**src/rtl/clock_set_pkg.sv**
```systemverilog
// ============================================================================
// clock_set_pkg -- shared select encoding and ADV sequencer states
// Rev 1.0
// ============================================================================
`default_nettype none

package clock_set_pkg;

    typedef logic [1:0] sel_t;

    localparam sel_t SEL_CLOCK  = 2'b00;
    localparam sel_t SEL_ALARM1 = 2'b01;
    localparam sel_t SEL_ALARM2 = 2'b10;
    localparam sel_t SEL_ALARM3 = 2'b11;

    typedef enum logic [1:0] {
        A_IDLE   = 2'd0,
        A_DELAY  = 2'd1,
        A_REPEAT = 2'd2,
        A_HOLD   = 2'd3
    } adv_state_t;

    function automatic sel_t next_sel(input sel_t cur);
        case (cur)
            SEL_CLOCK:  return SEL_ALARM1;
            SEL_ALARM1: return SEL_ALARM2;
            SEL_ALARM2: return SEL_ALARM3;
            default:    return SEL_CLOCK;
        endcase
    endfunction

endpackage

`default_nettype wire

```
**src/rtl/button_debounce.sv**
```systemverilog
// ============================================================================
// button_debounce -- two-flop synchroniser, stable-count debounce, rise pulse
// Rev 1.0
// ============================================================================
`default_nettype none

module button_debounce #(
    parameter int DEBOUNCE_CYCLES = 4
) (
    input  logic clk,
    input  logic rst,
    input  logic btn,
    output logic level,
    output logic rise
);

    localparam int CW = $clog2(DEBOUNCE_CYCLES + 1);

    logic          sync_meta;
    logic          sync;
    logic          level_d;
    logic [CW-1:0] stable_cnt;

    always_ff @(posedge clk) begin
        if (rst) begin
            sync_meta  <= 1'b0;
            sync       <= 1'b0;
            stable_cnt <= '0;
            level      <= 1'b0;
            level_d    <= 1'b0;
            rise       <= 1'b0;
        end else begin
            sync_meta <= btn;
            sync      <= sync_meta;
            level_d   <= level;
            rise      <= level & ~level_d;
            // Count only an unbroken run of samples disagreeing with the level.
            if (sync == level) begin
                stable_cnt <= '0;
            end else if (stable_cnt == CW'(DEBOUNCE_CYCLES - 1)) begin
                level      <= ~level;
                stable_cnt <= '0;
            end else begin
                stable_cnt <= stable_cnt + CW'(1);
            end
        end
    end

endmodule

`default_nettype wire

```
**src/rtl/clock_set_controller.sv**
```systemverilog
// ============================================================================
// clock_set_controller -- button front end: target cycling, INC auto-repeat,
// CLR pulse and inactivity return to the main clock.  Rev 1.0
// ============================================================================
`default_nettype none

module clock_set_controller
    import clock_set_pkg::*;
#(
    parameter int DEBOUNCE_CYCLES = 4,
    parameter int REPEAT_DELAY    = 8,
    parameter int REPEAT_PERIOD   = 3,
    parameter int IDLE_TIMEOUT    = 20
) (
    input  logic       CLK,
    input  logic       RESET,
    input  logic       BTN_MODE,
    input  logic       BTN_ADV,
    input  logic       BTN_CLR,
    output logic [1:0] S,
    output logic       INC_OUT,
    output logic       CLR_OUT,
    output logic       EDIT_ACTIVE
);

    localparam int REP_MAX = (REPEAT_DELAY > REPEAT_PERIOD) ? REPEAT_DELAY : REPEAT_PERIOD;
    localparam int RW      = $clog2(REP_MAX + 1);
    localparam int IW      = $clog2(IDLE_TIMEOUT + 1);

    logic          mode_level;
    logic          mode_rise;
    logic          adv_level;
    logic          adv_rise;
    logic          clr_level;
    logic          clr_rise;

    logic          mode_win;
    logic          any_rise;
    logic          any_level;
    logic          timeout;
    sel_t          sel_next;

    adv_state_t    adv_state;
    logic [RW-1:0] rep_cnt;
    logic [IW-1:0] idle_cnt;

    button_debounce #(.DEBOUNCE_CYCLES(DEBOUNCE_CYCLES)) u_mode_db (
        .clk   (CLK),
        .rst   (RESET),
        .btn   (BTN_MODE),
        .level (mode_level),
        .rise  (mode_rise)
    );

    button_debounce #(.DEBOUNCE_CYCLES(DEBOUNCE_CYCLES)) u_adv_db (
        .clk   (CLK),
        .rst   (RESET),
        .btn   (BTN_ADV),
        .level (adv_level),
        .rise  (adv_rise)
    );

    button_debounce #(.DEBOUNCE_CYCLES(DEBOUNCE_CYCLES)) u_clr_db (
        .clk   (CLK),
        .rst   (RESET),
        .btn   (BTN_CLR),
        .level (clr_level),
        .rise  (clr_rise)
    );

    // CLR outranks MODE, which outranks ADV; a losing pulse is simply dropped.
    always_comb begin
        mode_win  = mode_rise & ~clr_rise;
        any_rise  = mode_rise | adv_rise | clr_rise;
        any_level = mode_level | adv_level | clr_level;
        timeout   = (idle_cnt == IW'(IDLE_TIMEOUT));
        sel_next  = S;
        if (mode_win) begin
            sel_next = next_sel(S);
        end else if (timeout) begin
            sel_next = SEL_CLOCK;
        end
    end

    always_ff @(posedge CLK) begin
        if (RESET) begin
            S           <= SEL_CLOCK;
            EDIT_ACTIVE <= 1'b0;
            CLR_OUT     <= 1'b0;
            idle_cnt    <= '0;
        end else begin
            S           <= sel_next;
            EDIT_ACTIVE <= (sel_next != SEL_CLOCK);
            CLR_OUT     <= clr_rise;
            if (any_rise || any_level || (S == SEL_CLOCK) || timeout) begin
                idle_cnt <= '0;
            end else begin
                idle_cnt <= idle_cnt + IW'(1);
            end
        end
    end

    // ADV sequencer: a suppressed INC still advances the repeat schedule.
    always_ff @(posedge CLK) begin
        if (RESET) begin
            adv_state <= A_IDLE;
            rep_cnt   <= '0;
            INC_OUT   <= 1'b0;
        end else begin
            INC_OUT <= 1'b0;
            if (mode_win) begin
                adv_state <= A_HOLD;
            end else begin
                case (adv_state)
                    A_IDLE: begin
                        if (adv_rise) begin
                            INC_OUT   <= ~clr_rise;
                            rep_cnt   <= RW'(REPEAT_DELAY);
                            adv_state <= A_DELAY;
                        end
                    end
                    A_DELAY, A_REPEAT: begin
                        if (!adv_level) begin
                            adv_state <= A_IDLE;
                        end else if (rep_cnt <= RW'(1)) begin
                            INC_OUT   <= ~clr_rise;
                            rep_cnt   <= RW'(REPEAT_PERIOD);
                            adv_state <= A_REPEAT;
                        end else begin
                            rep_cnt <= rep_cnt - RW'(1);
                        end
                    end
                    A_HOLD: begin
                        if (!adv_level) begin
                            adv_state <= A_IDLE;
                        end
                    end
                    default: adv_state <= A_IDLE;
                endcase
            end
        end
    end

endmodule

`default_nettype wire

```
**config.mk**
```make
export PLATFORM = sky130hd
export DESIGN_NAME = clock_set_controller
export DESIGN_NICKNAME = d
export VERILOG_FILES = /design/src/rtl/clock_set_pkg.sv /design/src/rtl/button_debounce.sv /design/src/rtl/clock_set_controller.sv
export SDC_FILE = /design/constraint.sdc
export NUM_CORES = 1
export LEC_CHECK = 0
export BUFFER_PORTS_ARGS = -buffer_cell sky130_fd_sc_hd__buf_2
export CAP_MARGIN = 20
export CORE_UTILIZATION = 41
export DETAILED_ROUTE_END_ITERATION = 8
export PLACE_DENSITY = 0.53
export SLEW_MARGIN = 20
export SYNTH_ARGS = -nofsm -noshare
export SYNTH_HDL_FRONTEND = slang
export SYNTH_SLANG_ARGS = --single-unit
```
**constraint.sdc**
```tcl
create_clock -name CLK -period 2.15 [get_ports CLK]
set_clock_uncertainty 0.2 [all_clocks]
set_input_delay 0.3225 -clock CLK [delete_from_list [all_inputs] [get_ports CLK]]
set_output_delay 0.3225 -clock CLK [all_outputs]
set_load 0.05 [all_outputs]
```
; ---- Word-level counts from Yosys, hierarchy flattened
; Index checks and enable logic that the tools add are counted.
[word_totals]
output_inout_bits = 5
regBits = 40
[classes]
n_reduce_logical = 18
n_bitwise = 19
add_sub_neg = 5
n_mux = 17
n_lt_le_gt_ge = 1
n_eq_ne = 17
[ops]
columns = op, count
row1 = $mux 2, 7
row2 = $mux 4, 3
row3 = $pmux 2 s3, 2
row4 = $not 1->1, 11
row5 = $add 3x1->3 const B, 3
row6 = $eq 3x2->1 const B, 3
row7 = $reduce_or 3->1, 3
row8 = $pmux 4 s2, 1
row9 = $eq 2x2->1 const B, 3
row10 = $reduce_and 2->1, 3
row11 = $reduce_or 2->1, 3
row12 = $add 5x1->5 const B, 1
row13 = $eq 5x5->1 const B, 1
row14 = $and 1x1->1, 4
row15 = $eq 2x1->1 const B, 2
row16 = $le 4x1->1 const B, 1
row17 = $logic_not 2->1, 2
row18 = $ne 2x1->1 const B, 2
row19 = $ne 4x4->1 const B, 1
row20 = $or 1x1->1, 4
row21 = $reduce_and 4->1, 1
row22 = $reduce_bool 2->1, 2
row23 = $sub 4x1->4 const B, 1
row24 = $eq 1x1->1, 3
row25 = 6 further kinds, 10

; ---- Depth between registers and ports, before layout
; Gate-level depths: netlist of run 1.
[logic_depth]
word_depth = 6
depth_mapped = 6

; ---- Hierarchy
; Synthesis of run 1 repeated with hierarchy kept, for this count alone.
[hier_totals]
cells_unflattened = 166
area_unflattened_um2 = 1682.9
[modules_own_cells]
columns = module, cells_each, instances, area_each_um2, seq_area_each_um2
row1 = clock_set_controller, 103, 1, 883.3, 320.3
row2 = button_debounce, 21, 3, 266.5, 160.2

; ---- Worst setup path after synthesis of run 1
; Ideal clock, no wire load.
[synth_path]
path_kind = reg-to-reg
from = register S[0]
to = register EDIT_ACTIVE
path_buffers = 0
setup_slack_ns = 0.216
setup_time_ns = 0.129
path_stages_with_launch = 7
period_less_slack_ns = 1.934
arrival_time_ns = 1.606
required_time_ns = 1.821
path_cell_list = dfxtp_1 -> inv_1 -> ha_1 -> nor4b_1 -> nor2_1 -> a22oi_1 -> o22ai_1
[synth_via]
elab_chain_len = 4
word_cells_on_any_way = 7
[synth_lines]
columns = item, line_no
row1 = from (decl), clock_set_controller.sv:20  ; output logic [1:0] S,
row2 = from (signal assigned), clock_set_controller.sv:92  ; S <= sel_next;
row3 = $eq 2x2->1 (tied with other cells), clock_set_pkg.sv:24  ; case (cur)
row4 = $pmux 2 s3, clock_set_pkg.sv:24
row5 = $mux 2 (*), clock_set_controller.sv:78  ; if (mode_win) begin
row6 = $reduce_bool 2->1 (*), clock_set_controller.sv:93  ; EDIT_ACTIVE <= (sel_next != SEL_CLOCK);
row7 = to (signal assigned), clock_set_controller.sv:93
row8 = to (decl), clock_set_controller.sv:23  ; output logic EDIT_ACTIVE
; Mark *: on every way between the ends. The rest lies on a longest branch, timed or not.
; A chain may end at the register's enable or synchronous reset.

; ---- Worst setup path after layout of run 1
[layout_path]
from = register rep_cnt[0]
to = register adv_state[1]
[layout_via]
elab_chain_len = 3
[layout_lines]
columns = item, line_no
row1 = from (decl), clock_set_controller.sv:44  ; logic [RW-1:0] rep_cnt;
row2 = from (signal assigned), clock_set_controller.sv:118  ; rep_cnt <= RW'(REPEAT_DELAY);
row3 = from (signal assigned), clock_set_controller.sv:127  ; rep_cnt <= RW'(REPEAT_PERIOD);
row4 = from (signal assigned), clock_set_controller.sv:130  ; rep_cnt <= rep_cnt - RW'(1);
row5 = $le 4x1->1, clock_set_controller.sv:125  ; end else if (rep_cnt <= RW'(1)) begin
row6 = $ne 4x4->1 (no source line), n/a
row7 = $reduce_and 3->1 (no source line), n/a
row8 = to (signal assigned), clock_set_controller.sv:124  ; adv_state <= A_IDLE;
row9 = to (signal assigned), clock_set_controller.sv:128  ; adv_state <= A_REPEAT;
row10 = to (signal assigned), clock_set_controller.sv:135  ; adv_state <= A_IDLE;
row11 = to (decl), clock_set_controller.sv:43  ; adv_state_t adv_state;
; No other way between the ends.

==> Implementation_results.wiki, run 1 <==
{| class="wikitable"
! Metric !! Value
|-
| Largest net degree at the start of global routing || 27
|-
| Share of total power in the clock network || between 40% and 50%
|-
| Wire length per cell || between 10 and 15 um
|-
| Critical Path Start Type || register
|-
| Power per cell area || 781 nW/um^2
|-
| Arrival time at the worst endpoint || 2000 ps
|-
| Aggregate negative setup slack || 0 ps
|-
| Clk buf depth || 2
|-
| Post-CTS Setup Bufs || 0
|-
| Number of library cell types mapped by synthesis || 34
|-
| Placement Rows || 22
|-
| Clock tree from TritonCTS || built
|-
| Leading post-synthesis cells by instance count || 40 x dfxtp_1, 21 x nor2_1, 17 x inv_1
|-
| Sequential share of power || a little over half
|-
| Most numerous cell in the Yosys netlist || dfxtp_1
|-
| Cell at the root of the clock tree || clkbuf_8
|-
| Number of fill cells in the layout || around 360
|-
| CP max-delay cell || or4_1
|-
| Storage element area || around 800 sq um
|-
| Clock latency on the worst-skew pair || about 290 ps
|-
| Count of TritonRoute iterations in the first routing pass || 4
|-
| TritonCTS Buffers || 5
|-
| Compound-cell area share of the yosys netlist || under 10%
|-
| Net count, final || between 200 and 250
|-
| Clock transition at the registers of the reported paths || around 80 ps
|-
| Worst supply voltage drop on vdd || 0.458 mV
|-
| Switching component of the power || between 0.0003 and 0.0004 W
|-
| Global route hottest layer || met2
|-
| Unrepaired setup endpoints after global routing || no
|-
| Top-area cell type share of the netlist area || a little under 50%
|-
| Global Route met3 Usage || about 6.3%
|-
| Internal power component || 0.00113 W
|-
| Mean instance size in the synthesized netlist || approximately 9.6 sq um
|-
| H-tree depth || 2
|-
| Multi-input gate area || between 700 and 800 sq um
|-
| Antenna diode count || 0
|-
| Hold/Removal Path Class || in -> reg
|-
| IO Count || 10
|-
| Cell accounting for the most synthesized area || dfxtp_1
|-
| Predominant post-synthesis flop cell || dfxtp_1
|-
| Synth top area cells || dfxtp_1 48%, ha_1 12%, nor2b_1 4.9%
|-
| Final Max Tran Viols || 0
|-
| Number of sinks on the clock net || 40
|-
| Share of total power in combinational logic || under 10%
|-
| Post-detailed-route via-to-cell ratio || slightly below 5
|-
| Post-synthesis instance area || 1650 sq um
|-
| All-layer global routing usage || 14.8%
|-
| Total Wirelength || 2.54 mm
|-
| Fmax achieved || approximately 500 MHz
|-
| FF-to-FF setup slack || roughly 170 ps
|-
| Max transition margin || just over 70%
|-
| Post-synthesis sequential element count || 40
|-
| Number of standard cells in the layout, taps in and fillers out || 233
|-
| I/O Buffers || 9
|-
| Total instance count after detailed placement || around 230
|-
| Parity-gate share of the synthesized area counting xor and xnor cells || about 3.2%
|-
| Post-synth EDFFs || 0
|-
| Met1 Track Usage GR || between 10% and 20%
|-
| Net switching share of the total power || 22.1%
|-
| Placed wire-length estimate || around 1.9 mm
|-
| Multiplexer share of the synthesized area || 1.82%
|-
| Worst setup path class || reg -> reg
|-
| Routed vias || 1146
|-
| Final setup viols || 0
|-
| Gp weighted congestion || around 0.78
|-
| Leftover overflow at the end of global routing || 0
|-
| Post-detailed-route DRC marker count || 0
|-
| Global routing usage on met2 || between 20% and 30%
|-
| Share of synthesized area occupied by flip-flops and latches || about half
|-
| Hold buffer count at CTS || 0
|-
| Remaining antenna violation count || 0
|-
| Largest fanout of any net on the critical path || 5
|-
| Synthesized net count || between 150 and 200
|-
| Share of synthesized flip-flops with an asynchronous set or reset || 0%
|-
| Number of instances in the synthesized netlist || about 170
|-
| Die Span X || about 65 um
|-
| Total core area || approximately 3800 sq um
|-
| Final min period || approximately 2000 ps
|-
| Synth Warn # || 0
|-
| List of cells traversed by the critical path || inv_1 > ha_1 > nor2_1 > or3_4 > or4_1 > a31oi_1
|-
| Largest family of logic cells by synthesized area || simple AND/OR/NAND/NOR gates
|-
| Simple-gate share of the synthesized area || between 20% and 30%
|-
| Number of max-capacitance violations reported || 0
|-
| Starting Density || a little over two fifths
|-
| Initial DRC Count || 43
|-
| Cells resized by post-CTS repair || 0
|-
| Full die area || ~4300 sq um
|-
| Element type at the critical path end || register
|-
| Share of cells above drive strength 1 || between 10% and 20%
|-
| Area growth from synthesis to final layout || 12.4%
|-
| Adder-cell area share of the yosys netlist || between 10% and 20%
|-
| Leakage power of the design || 0.753 nW
|-
| Delay of the slowest critical-path stage || about 480 ps
|-
| Run status || finished clean
|-
| Transition at the pin with the smallest max-transition slack || between 400 and 500 ps
|-
| Final clock period utilization by the worst path || 92.3%
|-
| Via count of the first global-routing pass || between 1000 and 1500
|-
| Number of antenna violations at the first check in global routing || 0
|-
| Die height || 65.5 um
|-
| Global-route wire length before repair || 4.66 mm
|-
| Final count of hold timing violations || 0
|-
| CP Data Required Time || around 2200 ps
|}
[power by group through the flow]
stage	Combinational [W]	Clock, W	Sequential (W)
finish	0.0000679	0.000622	0.000761
global route	0.0000784	0.000672	0.000763
CTS	0.0000679	0.000644	0.000761
detailed placement	0.0000675	0	0.000779
global placement	0.0000659	0	0.000778
floorplan	0.0000526	0	0.000777
[per-layer routing]
layer | vias up | routed length, um
li1 | 596 | -
met1 | 524 | 1190
met3 | 6 | 99
met2 | 20 | 1190
met5 | - | 0
met4 | 0 | 59
[per-stage QoR]
| stage | util [%] | worst slack (ps) | area (sq um) | hold slack, ps | power [W] |
|---|---|---|---|---|---|
| after detailed placement | 46.2 | 190 | 1740 | 180 | 0.000846 |
| after global placement | 46.2 | 274 | 1740 | 177 | 0.000844 |
| final | 49.2 | 166 | 1860 | 37.4 | 0.00145 |
| after floorplan | - | 216 | 1650 | 167 | 0.000829 |
| after global routing | 49.2 | 71.4 | 1860 | 39.5 | 0.00151 |
| after CTS | 49.2 | 172 | 1860 | 31.7 | 0.00147 |
[cells by family (layout without fill, tap and decap cells)]
group                      count (synthesis)  after routing
AOI/OAI and AO/OA                         22             22
adders and majority gates                 16             16
xor gates and xnor gates                   6              6
buffers and inverters                     21             34
DFF                                       40             40
muxes                                      3              3
and+or+nand+nor                           64             64
[registers in the layout (all words and copies together), names as in the netlist, 2 cells and up]
name                  flops
rep_cnt                   4
S                         2
u_mode_db.stable_cnt      3
u_clr_db.stable_cnt       3
u_adv_db.stable_cnt       3
idle_cnt                  5
adv_state                 2
[placed cells by master, fill, tap and decap left out, types with 4 or more instances in the layout]
cell / synthesis / layout
clkbuf_8: 0 / 5
dfxtp_1: 40 / 40
buf_2: 0 / 9
nand2_1: 8 / 8
a21oi_1: 5 / 5
ha_1: 16 / 16
nor2b_1: 13 / 13
inv_1: 17 / 17
o21ai_0: 4 / 4
or3_1: 4 / 4
xnor2_1: 4 / 4
nand2b_1: 4 / 4
nor2_1: 21 / 21
[cell type report]
cell class | count | share of cell area, %
well taps | 48 | 3.23
repair buffers | 9 | 2.43
inverters | 17 | 3.44
clock inverters | 3 | 2.49
clock buffers | 5 | 3.71
multi-input cells | 111 | 41.6
flip-flops and latches | 40 | 43.1
[worst paths after layout]
kind,startpoint,to,depth (start not counted)
worst max-delay path,rep_cnt[0],adv_state[1],6
worst min-delay path,BTN_CLR,u_clr_db.sync_meta,2
worst max register to register,rep_cnt[0],adv_state[1],6
worst min register to register,u_mode_db.level_d,u_mode_db.rise,1
[critical path, delay by kind of cell (launching register included)]
kind / cells / cell delay [ps]
adders and majority gates: 1 / 200
AOI/OAI and AO/OA: 1 / 200
buffers and inverters: 1 / 60
DFF: 1 / 350
and+or+nand+nor: 3 / 900
Note: power is estimated with default switching activity, not from simulation.
==> run 2, diff against run 1 <==
--- a/config.mk
+++ b/config.mk
@@ -7,9 +7,10 @@
 export LEC_CHECK = 0
 export BUFFER_PORTS_ARGS = -buffer_cell sky130_fd_sc_hd__buf_2
 export CAP_MARGIN = 20
+export CORE_ASPECT_RATIO = 1.25
 export CORE_UTILIZATION = 41
 export DETAILED_ROUTE_END_ITERATION = 8
-export PLACE_DENSITY = 0.53
+export PLACE_DENSITY_LB_ADDON = 0.3
 export SLEW_MARGIN = 20
 export SYNTH_ARGS = -nofsm -noshare
 export SYNTH_HDL_FRONTEND = slang
==> run 2 against run 1 <==
Maximum frequency is 3.3% higher. Final cell count is 2.6% higher. Via count is 1.0% lower. Sequential cell count stayed put. Largest power group unchanged.
==> Implementation_results.wiki, run 2 (synthesized netlist as in run 1, its figures left out) <==
{| class="wikitable"
! Metric !! Value
|-
| Run status || finished clean
|-
| Wire length per cell || 10.7 um (-1.6%)
|-
| Initial DRC Count || 30 (-30%)
|-
| Register with the most flip-flops || idle_cnt
|-
| Number of standard cells in the layout, taps in and fillers out || 239 (+2.6%)
|-
| H-tree depth || 2 (unchanged)
|-
| Share of total power in combinational logic || 4.8% (about the same)
|-
| Final Max Tran Viols || 0 (unchanged)
|-
| List of cells traversed by the critical path || inv_1 > ha_1 > nor2_1 > or3_4 > or4_1 > a31oi_1
|-
| Net switching share of the total power || 20.2% (-1.9 points)
|-
| Remaining antenna violation count || 0 (unchanged)
|-
| Reg2Reg Launch Point || rep_cnt[0]
|-
| Post-detailed-route via-to-cell ratio || 4.74 (-3.5%)
|-
| Final core occ || 48.7% (-0.58 points)
|-
| Power per cell area || 760 nW/um^2 (-2.8%)
|-
| CP startpoint || rep_cnt[0]
|-
| All-layer global routing usage || 14.7% (-0.040 points)
|-
| Post-CTS Setup Bufs || 0 (unchanged)
|-
| Placed wire-length estimate || 1.93 mm (+3.9%)
|-
| Number of antenna violations at the first check in global routing || 0 (unchanged)
|-
| Delay of the slowest critical-path stage || 470 ps (about the same)
|-
| Count of TritonRoute iterations in the first routing pass || 4 (unchanged)
|-
| Clock tree from TritonCTS || built
|-
| Hold buffer count at CTS || 0 (unchanged)
|-
| CP max-delay cell || or4_1
|-
| Global-route wire length before repair || 4.61 mm (-1.0%)
|-
| Count of cells along the worst register-to-register path || 6 (unchanged)
|-
| Via count of the first global-routing pass || 1110 (-4.1%)
|-
| Antenna diode count || 0 (unchanged)
|-
| Largest net degree at the start of global routing || 27 (unchanged)
|-
| Full die area || 4290 sq um (about the same)
|-
| Number of flip-flops under the largest register name || 5 (unchanged)
|-
| Sequential share of power || 54.0% (+1.5 points)
|-
| Number of sinks on the clock net || 40 (unchanged)
|-
| Total instance count after detailed placement || 231 (+2.7%)
|-
| Cells resized by post-CTS repair || 0 (unchanged)
|-
| Post-detailed-route DRC marker count || 0 (unchanged)
|-
| Multi-input gate area || 772 sq um (unchanged)
|-
| Total core area || 3820 sq um (+1.2%)
|-
| Worst setup path class || reg -> reg
|-
| Placement Rows || 25 (+14%)
|-
| Routed vias || 1134 (-1.0%)
|-
| CP Data Required Time || 2170 ps (about the same)
|-
| Setup slack after placement || 221 ps (+31.4 ps)
|-
| Area growth from synthesis to final layout || 12.4% (unchanged)
|-
| Arrival time at the worst endpoint || 1940 ps (-60 ps)
|-
| Reg-to-Reg End || adv_state[1]
|-
| IO Count || 10 (unchanged)
|-
| Critical Path Start Type || register
|-
| Hold Path Sink || u_clr_db.sync_meta
|-
| Number of fill cells in the layout || 383 (+5.8%)
|-
| Final clock period utilization by the worst path || 89.3% (-3.0 points)
|-
| Internal power component || 0.00113 W (-0.44%)
|-
| Switching component of the power || 0.000284 W (-11%)
|-
| Unrepaired setup endpoints after global routing || no
|-
| Storage element area || 801 sq um (unchanged)
|-
| Max transition margin || 71.1% (+0.35 points)
|-
| Leakage power of the design || 0.753 nW (about the same)
|-
| Clock transition at the registers of the reported paths || 70 ps (about the same)
|-
| Starting Density || 43.3% (-0.52 points)
|-
| Die Span X || 58.8 um (-10%)
|-
| Clk buf depth || 2 (unchanged)
|-
| Gp weighted congestion || 0.760 (-2.9%)
|-
| Share of cells above drive strength 1 || 11.4% (-0.54 points)
|-
| Aggregate negative setup slack || 0 ps (unchanged)
|-
| TritonCTS Buffers || 5 (unchanged)
|-
| Final min period || 1920 ps (-63.9 ps)
|-
| Most common library cell in the layout ignoring fill and taps || dfxtp_1
|-
| Largest fanout of any net on the critical path || 5 (unchanged)
|-
| Start point of the worst hold path || BTN_CLR
|-
| Final setup viols || 0 (unchanged)
|-
| Number of max-capacitance violations reported || 0 (unchanged)
|-
| Cell at the root of the clock tree || clkbuf_8
|-
| FF-to-FF setup slack || 230 ps (+60 ps)
|-
| Transition at the pin with the smallest max-transition slack || 434 ps (-4.86 ps)
|-
| Cell count of the worst hold path || 2 (unchanged)
|-
| Final count of hold timing violations || 0 (unchanged)
|-
| Element type at the critical path end || register
|-
| Worst supply voltage drop on vdd || 0.376 mV (-18%)
|-
| Most used cells in the layout excluding fill and tap cells || 40 x dfxtp_1, 21 x nor2_1, 17 x inv_1
|-
| Largest registers || idle_cnt: 5 flops, rep_cnt: 4 flops
|-
| Worst setup slack after layout || 230 ps (+63.9 ps)
|-
| Share of total power in the clock network || 41.2% (-1.6 points)
|-
| Clock latency on the worst-skew pair || 290 ps (about the same)
|-
| Hold/Removal Path Class || in -> reg
|-
| Net count, final || 205 (unchanged)
|-
| Die height || 73.0 um (+11%)
|-
| I/O Buffers || 9 (unchanged)
|-
| Leftover overflow at the end of global routing || 0 (unchanged)
|-
| Fmax achieved || 521 MHz (+3.3%)
|-
| Total Wirelength || 2.57 mm (+0.98%)
|}
## run 2: cell types whose count changed in the layout (fill, tap and decap cells not counted), sizes merged
cell,before,now
inv,18,17
clkbuf,5,6
clkinv,0,1
clkinvlp,1,0
## run 2: metal layers
metal,GRT usage (%),share of wire (%),wire length (um)
met2,25.0,52,1320
met5,0,0,0
met3,6.21,3.5,91
met4,8.73,2.1,54
met1,14.8,43,1100
## run 2: critical path, delay by kind of cell, from the launching register on
family,cells,cell delay (ps)
flops,1,340
compound gates,1,160
fa+ha+maj,1,200
simple gates,3,880
buf+inv,1,70
## run 2: stage by stage
| stage | area [sq um] | power (W) | hold slack [ps] |
|---|---|---|---|
| 2_1_floorplan | 1650 | 0.000829 | 167 |
| 3_3_place_gp | 1750 | 0.000843 | 177 |
| 3_5_place_dp | 1750 | 0.000847 | 179 |
| 4_1_cts | 1860 | 0.00144 | 28.0 |
| 5_1_grt | 1860 | 0.00148 | 48.9 |
| 6_report | 1860 | 0.00141 | 40.7 |
## run 2: area by class of cell
class	instances	share of cell area, %
Tap cell	54	3.64
Timing Repair Buffer	9	2.43
Sequential cell	40	43.1
Inverter	17	3.44
Multi-Input combinational cell	111	41.6
Clock buffer	6	3.91
Clock inverter	2	1.89
## run 2: power by group through the flow
stage	Clock (W)	Sequential (W)	Combinational, W
3_3_place_gp	0	0.000778	0.0000649
4_1_cts	0.000612	0.000761	0.0000683
5_1_grt	0.000644	0.000763	0.0000772
6_report	0.000581	0.000762	0.0000678
3_5_place_dp	0	0.000779	0.0000680
2_1_floorplan	0	0.000777	0.0000526
## run 2: worst max-delay path by stage
stage	end
2_1_floorplan	EDIT_ACTIVE
3_3_place_gp	adv_state[1]
3_5_place_dp	adv_state[1]
4_1_cts	adv_state[1]
5_1_grt	adv_state[1]
6_report	adv_state[1]
